<file path="config.mk">
export PLATFORM = sky130hd
export DESIGN_NAME = mul8_shift_add_flat
export DESIGN_NICKNAME = d
export VERILOG_FILES = /design/src/rtl/mul8_shift_add_pkg.sv /design/src/rtl/mul8_shift_add_if.sv /design/src/rtl/full_adder_8bit.sv /design/src/rtl/mul8_shift_add.sv /design/src/flat_wrapper.sv
export SDC_FILE = /design/constraint.sdc
export NUM_CORES = 1
export LEC_CHECK = 0
export ABC_AREA = 0
export CAP_MARGIN = 20
export CORE_MARGIN = 4
export CORE_UTILIZATION = 45
export DETAILED_ROUTE_END_ITERATION = 8
export DONT_BUFFER_PORTS = 1
export HOLD_SLACK_MARGIN = 0.15
export PLACE_DENSITY = 0.65
export SYNTH_ARGS = -nofsm -noshare
export SYNTH_HDL_FRONTEND = slang
export SYNTH_SLANG_ARGS = --single-unit
</file>
<file path="constraint.sdc">
create_clock -name clk -period 6.6 [get_ports clk]
set_clock_uncertainty 0.2 [all_clocks]
set_input_delay 1.32 -clock clk [delete_from_list [all_inputs] [get_ports clk]]
set_output_delay 1.32 -clock clk [all_outputs]
set_load 0.05 [all_outputs]
</file>
<file path="src/rtl/mul8_shift_add_pkg.sv">
// mul8_shift_add_pkg: shared state encoding and sizing constants for the shift-add multiplier
package mul8_shift_add_pkg;
    localparam int MUL_WIDTH = 8;
    localparam int MUL_ITER = 8;
    typedef enum logic [1:0] {
        IDLE = 2'b00,
        RUN  = 2'b01,
        DONE = 2'b10
    } state_t;
endpackage

</file>
<file path="src/rtl/mul8_shift_add_if.sv">
// mul8_shift_add_if: start/done handshake and operand/result bus of the multiplier
interface mul8_shift_add_if;
    import mul8_shift_add_pkg::*;
    logic                       start;
    logic [MUL_WIDTH-1:0]       a;
    logic [MUL_WIDTH-1:0]       b;
    logic                       ready;
    logic                       busy;
    logic                       done;
    logic [2*MUL_WIDTH-1:0]     product;
    modport master (output start, a, b, input ready, busy, done, product);
    modport slave (input start, a, b, output ready, busy, done, product);
endinterface

</file>
<file path="src/rtl/full_adder_8bit.sv">
// full_adder_8bit: 8-bit ripple-carry adder
module full_adder_8bit (
    input  logic [7:0] i_a,
    input  logic [7:0] i_b,
    input  logic       i_cin,
    output logic [7:0] o_sum,
    output logic       o_cout
);
    logic [8:0] w_c;
    assign w_c[0] = i_cin;
    for (genvar i = 0; i < 8; i++) begin : g_bit
        assign o_sum[i] = i_a[i] ^ i_b[i] ^ w_c[i];
        assign w_c[i+1] = (i_a[i] & i_b[i]) | (w_c[i] & (i_a[i] ^ i_b[i]));
    end
    assign o_cout = w_c[8];
endmodule

</file>
<file path="src/rtl/mul8_shift_add.sv">
// mul8_shift_add: sequential unsigned 8x8->16 shift-add multiplier, fixed 8-iteration latency
module mul8_shift_add
    import mul8_shift_add_pkg::*;
#(
    parameter int WIDTH = MUL_WIDTH,
    parameter int ITER  = MUL_ITER
) (
    input  logic               clk,
    input  logic               rst,
    mul8_shift_add_if.slave    bus
);
    state_t               r_state, w_next;
    logic [WIDTH-1:0]     r_m;
    logic [2*WIDTH-1:0]   r_aq;
    logic [3:0]           r_count;
    logic [2*WIDTH-1:0]   r_product;
    logic [WIDTH-1:0]     w_addend, w_sum;
    logic                 w_cout, w_load, w_last;
    logic [2*WIDTH-1:0]   w_shift;

    assign w_addend = r_aq[0] ? r_m : '0;

    full_adder_8bit u_add (
        .i_a    (r_aq[2*WIDTH-1:WIDTH]),
        .i_b    (w_addend),
        .i_cin  (1'b0),
        .o_sum  (w_sum),
        .o_cout (w_cout)
    );

    // C is shifted straight into A[7], so the post-shift C bit is always zero and needs no storage
    assign w_shift = {w_cout, w_sum, r_aq[WIDTH-1:1]};
    assign w_load  = bus.start && (r_state == IDLE || r_state == DONE);
    assign w_last  = r_count == 4'(ITER - 1);

    always_comb begin
        w_next = IDLE;
        case (r_state)
            IDLE:    w_next = bus.start ? RUN : IDLE;
            RUN:     w_next = w_last ? DONE : RUN;
            DONE:    w_next = bus.start ? RUN : IDLE;
            default: w_next = IDLE;
        endcase
    end

    always_ff @(posedge clk) begin
        if (rst) begin
            r_state   <= IDLE;
            r_m       <= '0;
            r_aq      <= '0;
            r_count   <= '0;
            r_product <= '0;
        end else begin
            r_state <= w_next;
            if (w_load) begin
                r_m     <= bus.a;
                r_aq    <= {{WIDTH{1'b0}}, bus.b};
                r_count <= '0;
            end else if (r_state == RUN) begin
                r_aq    <= w_shift;
                r_count <= r_count + 4'd1;
                if (w_last) r_product <= w_shift;
            end
        end
    end

    assign bus.ready   = r_state == IDLE || r_state == DONE;
    assign bus.busy    = r_state == RUN;
    assign bus.done    = r_state == DONE;
    assign bus.product = r_product;
endmodule

</file>
<file path="src/flat_wrapper.sv">
// flat-port wrapper written by rule: the top's interface ports become plain ports
module mul8_shift_add_flat import mul8_shift_add_pkg::*;
#(
    parameter int WIDTH = MUL_WIDTH,
    parameter int ITER  = MUL_ITER
)
  (clk, rst, bus_start, bus_a, bus_b, bus_ready, bus_busy, bus_done, bus_product);
  mul8_shift_add_if bus_i ();
  input  logic clk;
  input  logic rst;
  input wire logic [$bits(bus_i.start)-1:0] bus_start;
  input wire logic [$bits(bus_i.a)-1:0] bus_a;
  input wire logic [$bits(bus_i.b)-1:0] bus_b;
  output wire logic [$bits(bus_i.ready)-1:0] bus_ready;
  output wire logic [$bits(bus_i.busy)-1:0] bus_busy;
  output wire logic [$bits(bus_i.done)-1:0] bus_done;
  output wire logic [$bits(bus_i.product)-1:0] bus_product;
  assign bus_i.start = bus_start;
  assign bus_i.a = bus_a;
  assign bus_i.b = bus_b;
  assign bus_ready = bus_i.ready;
  assign bus_busy = bus_i.busy;
  assign bus_done = bus_i.done;
  assign bus_product = bus_i.product;
  mul8_shift_add #(.WIDTH(WIDTH), .ITER(ITER)) u_core (.clk(clk), .rst(rst), .bus(bus_i));
endmodule
</file>
==> results of run 1 <==
==> worst max path at each step <==
| stage | start | to | slack [ns] | cells past startpoint |
|---|---|---|---|---|
| after floorplan | u_core.r_aq[0] | u_core.bus.product[14] | 2.87 | 13 |
| after global placement | u_core.r_aq[0] | u_core.bus.product[14] | 2.80 | 13 |
| after detailed placement | u_core.r_aq[0] | u_core.bus.product[14] | 2.69 | 13 |
| after CTS | u_core.r_aq[0] | u_core.bus.product[14] | 2.67 | 13 |
| after global routing | u_core.r_aq[0] | u_core.bus.product[14] | 2.49 | 13 |
| final | u_core.r_aq[0] | u_core.bus.product[14] | 2.68 | 13 |
==> layout make-up <==
class / instances / area, um^2 / share of cell area
flip-flops and latches: 46 / 921 / 0.448
clock inverters: 1 / 30.0 / 0.0146
multi-input cells: 154 / 926 / 0.450
inverters: 7 / 26.3 / 0.0128
clock buffers: 6 / 82.6 / 0.0402
well taps: 50 / 62.6 / 0.0304
repair buffers: 1 / 7.51 / 0.00365
==> layout by cell type, fill, tap and decap left out, drive strengths merged <==
master  count
buf         1
and2        6
nand3b      2
nand2      30
nor3       17
o21ai      14
xor2        1
a211oi      6
clkbuf      6
nor2b       2
fa          7
and3b       1
dfxtp      46
xnor2       1
inv         7
nor2        7
bufinv      1
nand2b      3
nand3      14
or3         1
a21oi      32
ha          2
o22ai       8
==> routing by layer <==
layer  wire, um  track usage  part of all wire
met1       2060        0.238              0.48
met2       1920        0.239              0.45
met3        287       0.0689             0.067
met4         43       0.0474             0.010
met5          0            0                 0
==> per-stage QoR <==
| step | std cells | hold slack (ns) | utilization | worst slack [ns] | area (um^2) |
|---|---|---|---|---|---|
| after floorplan | 226 | 0.232 | - | 2.87 | 1990 |
| after global placement | 258 | 0.239 | 0.469 | 2.80 | 1940 |
| after global routing | 265 | 0.282 | 0.496 | 2.49 | 2060 |
| after CTS | 265 | 0.260 | 0.496 | 2.67 | 2060 |
| final | 265 | 0.261 | 0.496 | 2.68 | 2060 |
| after detailed placement | 258 | 0.248 | 0.469 | 2.69 | 1940 |
==> cells by family after synthesis <==
kind of cell | Yosys count | share of synthesized area
fa+ha+maj | 9 | 0.0830
compound gates | 60 | 0.166
simple gates | 83 | 0.207
xor+xnor | 2 | 0.00880
buf+inv | 26 | 0.0723
flops | 46 | 0.463
==> power breakdown <==
part	switching, W	internal, W	total, W
registers	0.00000835	0.000288	0.000296
logic	0.0000322	0.0000152	0.0000474
clock network	0.0000897	0.000121	0.000211
==> critical path: cells and delay by family (launching register included) <==
kind / cells / cell delay [ns]
buffers and inverters: 3 / 0.19
AOI/OAI and AO/OA: 1 / 0.20
adders and majority gates: 8 / 2.70
and+or+nand+nor: 1 / 0.18
DFF: 1 / 0.37
==> sequential cells by signal, indices dropped and copies added (netlist names) <==
signal / cells
u_core.r_aq: 16
u_core.bus.product: 16
u_core.r_state: 2
u_core.r_m: 8
u_core.r_count: 4
==> results.toml, run 1 <==
[logic_synthesis]
syn_inst = 226
ys_ff_latch = 46
synth.area.top_cells = "dfxtp_1, a21oi_1, fa_1"
syn-cell-area_um2 = 1990
synth-edff-count = 0
syn_nets = 254
ys_top_cells_by_count = "dfxtp_1, a21oi_1, nand2_1"
async_reset_ff_frac = 0
ys_warn_count = 0
synth_flop_cell = "dfxtp_1"
postSynthAreaPerCell_um2 = 8.81
synth_cell_types = 30
yosys.cell_count.top_type = "dfxtp_1"
synth_top_area_share = 0.463
synth.largest_area_cell = "dfxtp_1"
synth_seq_area_share = 0.463

[clock_network]
clock-root-buffer = "clkbuf_8"
cts_sinks = 46
cts_tree = "done"
clkLatencyLatePin_ns = 0.29
cts-resized-gates = 0
clk_pin_slew_ns = 0.08
h-tree-depth = 2
clockBufferDepth = 2
cts_hold_buf = 0
cts_setup_buffers = 0
cts_made_buffers = 5

[detailed_routing]
wirelength_um = 4320
wl_per_cell_um = 16.3
ant_nets = 0
drcViolationCount = 0
drtPass1Iterations = 4
vias = 1488
vias_per_cell = 5.62
drt_iter0_markers = 155

[timing]
fin_setup_tns_ns = 0
maxSlewHeadroom = 0.359
clock.fmax_mhz = 255
max_slew.worst_pin.slew_ns = 0.960
period_minus_slack_ns = 3.92
period_share = 0.594
hold_viol_final = 0
setup_viol = 0
finalMaxSlewViolations = 0
rsz0062_at_grt = "false"

[global_routing]
grt_max_degree = 40
grt_overflow_total = 0
antenna_found_initial = 0
grt_pass1_wl_um = 7070
grt_usage = 0.169
grt_pass1_vias = 1443

[setup_path]
cp.required_ns = 6.61
rr_worst_depth = 13
critPathMostFrequentCell = "fa_1"
worst_path_max_delay_cell = "fa_1"
reg2reg_to = "u_core.bus.product[14]"
worstPathCellList = "and2_1 > ha_1 > inv_1 > fa_1 > inv_1 > fa_1 > fa_1 > fa_1 > fa_1 > fa_1 > inv_1 > fa_1 > a211oi_1"
regToRegSetupSlack_ns = 2.68
critPathMaxStageDelay_ns = 0.44
cp_max_fo = 9
worstSetupPathType = "reg2reg"
r2r-start = "u_core.r_aq[0]"
crit_path_start_kind = "flip-flop"
end_kind = "flip-flop"
cp.arrival_ns = 3.94

[power_and_ir_drop]
p_per_area_nw_per_um2 = 270
power.total_w = 0.000554
vdd_drop_max_mv = 0.113
p_leak_nw = 0.712

[layout]
drive_above_1_share = 0.0651
num_antenna_cells = 0
nets = 243
fillers = 425
syn_to_final_growth_pct = 3.27

[floorplan]
fp-row-count = 23
io_pins = 38
die-area_um2 = 5550
die_w_um = 74.5
die_y_um = 74.5
start_util = 0.480
core-area_um2 = 4140

[run]
drv_cap = 0

[status]
status = "finished, final reports clean"

[placement]
gp_congestion = 0.778
hpwlAfterDp_um = 2840
port-buffer-count = 0

[hold_path]
min_path_cells = 2
hold_start = "u_core.r_m[0]"
holdPathEnd = "u_core.r_m[0]"
hp-class = "reg2reg"
(Power assumes the default switching activity.)
==> inputs of run 2 (changes only) <==
- clock period: 6.6 -> 3.95 ns (I/O delays scaled with it)
==> run 2 against run 1 <==
Net effect: global-route usage down 0.39 points; non-clock buffer count increased by 2; final cell count rose by 1.1%; critical endpoint is now u_core.r_aq[14].
==> results.toml, run 2 (synthesis results as in run 1) <==
[timing]
rsz0062_at_grt = "false"
finalMaxSlewViolations = 0
period_minus_slack_ns = 3.77
period_share = 0.955
fin_setup_tns_ns = 0
max_slew.worst_pin.slew_ns = 0.961
clock.fmax_mhz = 265
maxSlewHeadroom = 0.358
hold_ws_ns = 0.253
setup_viol = 0
hold_viol_final = 0

[floorplan]
die-area_um2 = 5550
fp-row-count = 23
io_pins = 38
die_y_um = 74.5
core-area_um2 = 4140
start_util = 0.480
die_w_um = 74.5

[placement]
port-buffer-count = 0
placedCellCount = 260
hpwlAfterDp_um = 2920
dpl-instance-area_um2 = 1960
gp_congestion = 0.791

[global_routing]
grtUsageMet1 = 0.238
grt_overflow_total = 0
grt_pass1_vias = 1407
antenna_found_initial = 0
grt_use_met2 = 0.228
grt_pass1_wl_um = 7000
grt_use_met3 = 0.0635
grt_max_degree = 36
top_usage_layer = "met1"
grt_usage = 0.165

[layout]
final_cells = 268
num_antenna_cells = 0
nets = 245
layout_common_cells = "dfxtp_1, a21oi_1, nand2_1"
syn_to_final_growth_pct = 3.21
mostFrequentLayoutCell = "dfxtp_1"
drive_above_1_share = 0.0780
final_core_util = 0.496
final_area_um2 = 2050

[detailed_routing]
drtPass1Iterations = 4
vias = 1507
wirelength_um = 4270
ant_nets = 0
vias_per_cell = 5.62
drcViolationCount = 0
wl_per_cell_um = 15.9
drt_iter0_markers = 85

[power_and_ir_drop]
p_per_area_nw_per_um2 = 423
vdd_drop_max_mv = 0.338
p_leak_nw = 0.714

[setup_path]
cp_max_fo = 2
cp.arrival_ns = 3.79
regToRegSetupSlack_ns = 0.18
r2r-start = "u_core.r_aq[0]"
worstSetupPathType = "reg2reg"
reg2reg_to = "u_core.r_aq[14]"
crit_path_start_kind = "flip-flop"
end_kind = "flip-flop"
cp.required_ns = 3.97
rr_worst_depth = 13

[clock_network]
clk_pin_slew_ns = 0.08
clkLatencyLatePin_ns = 0.29
clockBufferDepth = 2
h-tree-depth = 2
cts_made_buffers = 5
clock-root-buffer = "clkbuf_8"
cts_sinks = 46
cts_hold_buf = 0
cts_setup_buffers = 0
cts_tree = "done"
cts-resized-gates = 0

[hold_path]
hp-class = "reg2reg"
hold_start = "u_core.r_m[0]"
min_path_cells = 2
holdPathEnd = "u_core.r_m[0]"

[run]
drv_cap = 0

[status]
status = "finished, final reports clean"
==> run 2: cell types whose count changed in the layout (fill, tap and decap cells not counted) <==
cell	before	now
a211oi_1	5	4
bufinv_16	1	0
clkbuf_1	0	1
buf_4	1	3
a211oi_2	1	2
clkinv_2	0	1
==> run 2: final cells by class <==
cell class,count,area [um^2]
fill,422,2090
tap,50,62.6
timing repair buffer,3,22.5
inverter,7,26.3
clock inverter,1,5.00
sequential,46,921
clock buffer,7,86.3
multi-input combinational,154,931
==> run 2: power by group <==
group	switching [W]	total, W	internal, W
combinational	0.0000571	0.0000848	0.0000277
sequential	0.0000121	0.000493	0.000481
clock	0.000151	0.000292	0.000141
==> run 2: worst max-delay path by stage <==
stage / depth (start not counted) / start / slack (ns) / endpoint
finish: 13 / u_core.r_aq[0] / 0.18 / u_core.r_aq[14]
CTS: 13 / u_core.r_aq[0] / 0.15 / u_core.bus.product[14]
global placement: 13 / u_core.r_aq[0] / 0.23 / u_core.bus.product[14]
floorplan: 13 / u_core.r_aq[0] / 0.22 / u_core.bus.product[14]
detailed placement: 13 / u_core.r_aq[0] / 0.16 / u_core.bus.product[14]
global route: 13 / u_core.r_aq[0] / 0.001 / u_core.bus.product[14]
==> run 2: stage by stage <==
step           setup WS [ns]  power [W]
6_report               0.177   0.000870
4_1_cts                0.152   0.000878
2_1_floorplan          0.222   0.000581
3_5_place_dp           0.161   0.000588
5_1_grt             0.000986   0.000910
3_3_place_gp           0.226   0.000586
==> run 2: critical path: stages, from the launching register on <==
cell and delay (ns):
dfxtp_1 0.31, and2_1 0.15, ha_1 0.17, inv_1 0.06
fa_1 0.15, inv_1 0.05, fa_1 0.37, fa_1 0.39
fa_1 0.39, fa_1 0.39, fa_1 0.36, inv_1 0.07
fa_1 0.45, a211oi_2 0.19
==> run 2: routing by layer <==
metal / share of wire / routed length, um
met2: 0.42 / 1780
met5: 0 / 0
met4: 0.0070 / 30
met1: 0.49 / 2070
met3: 0.090 / 382
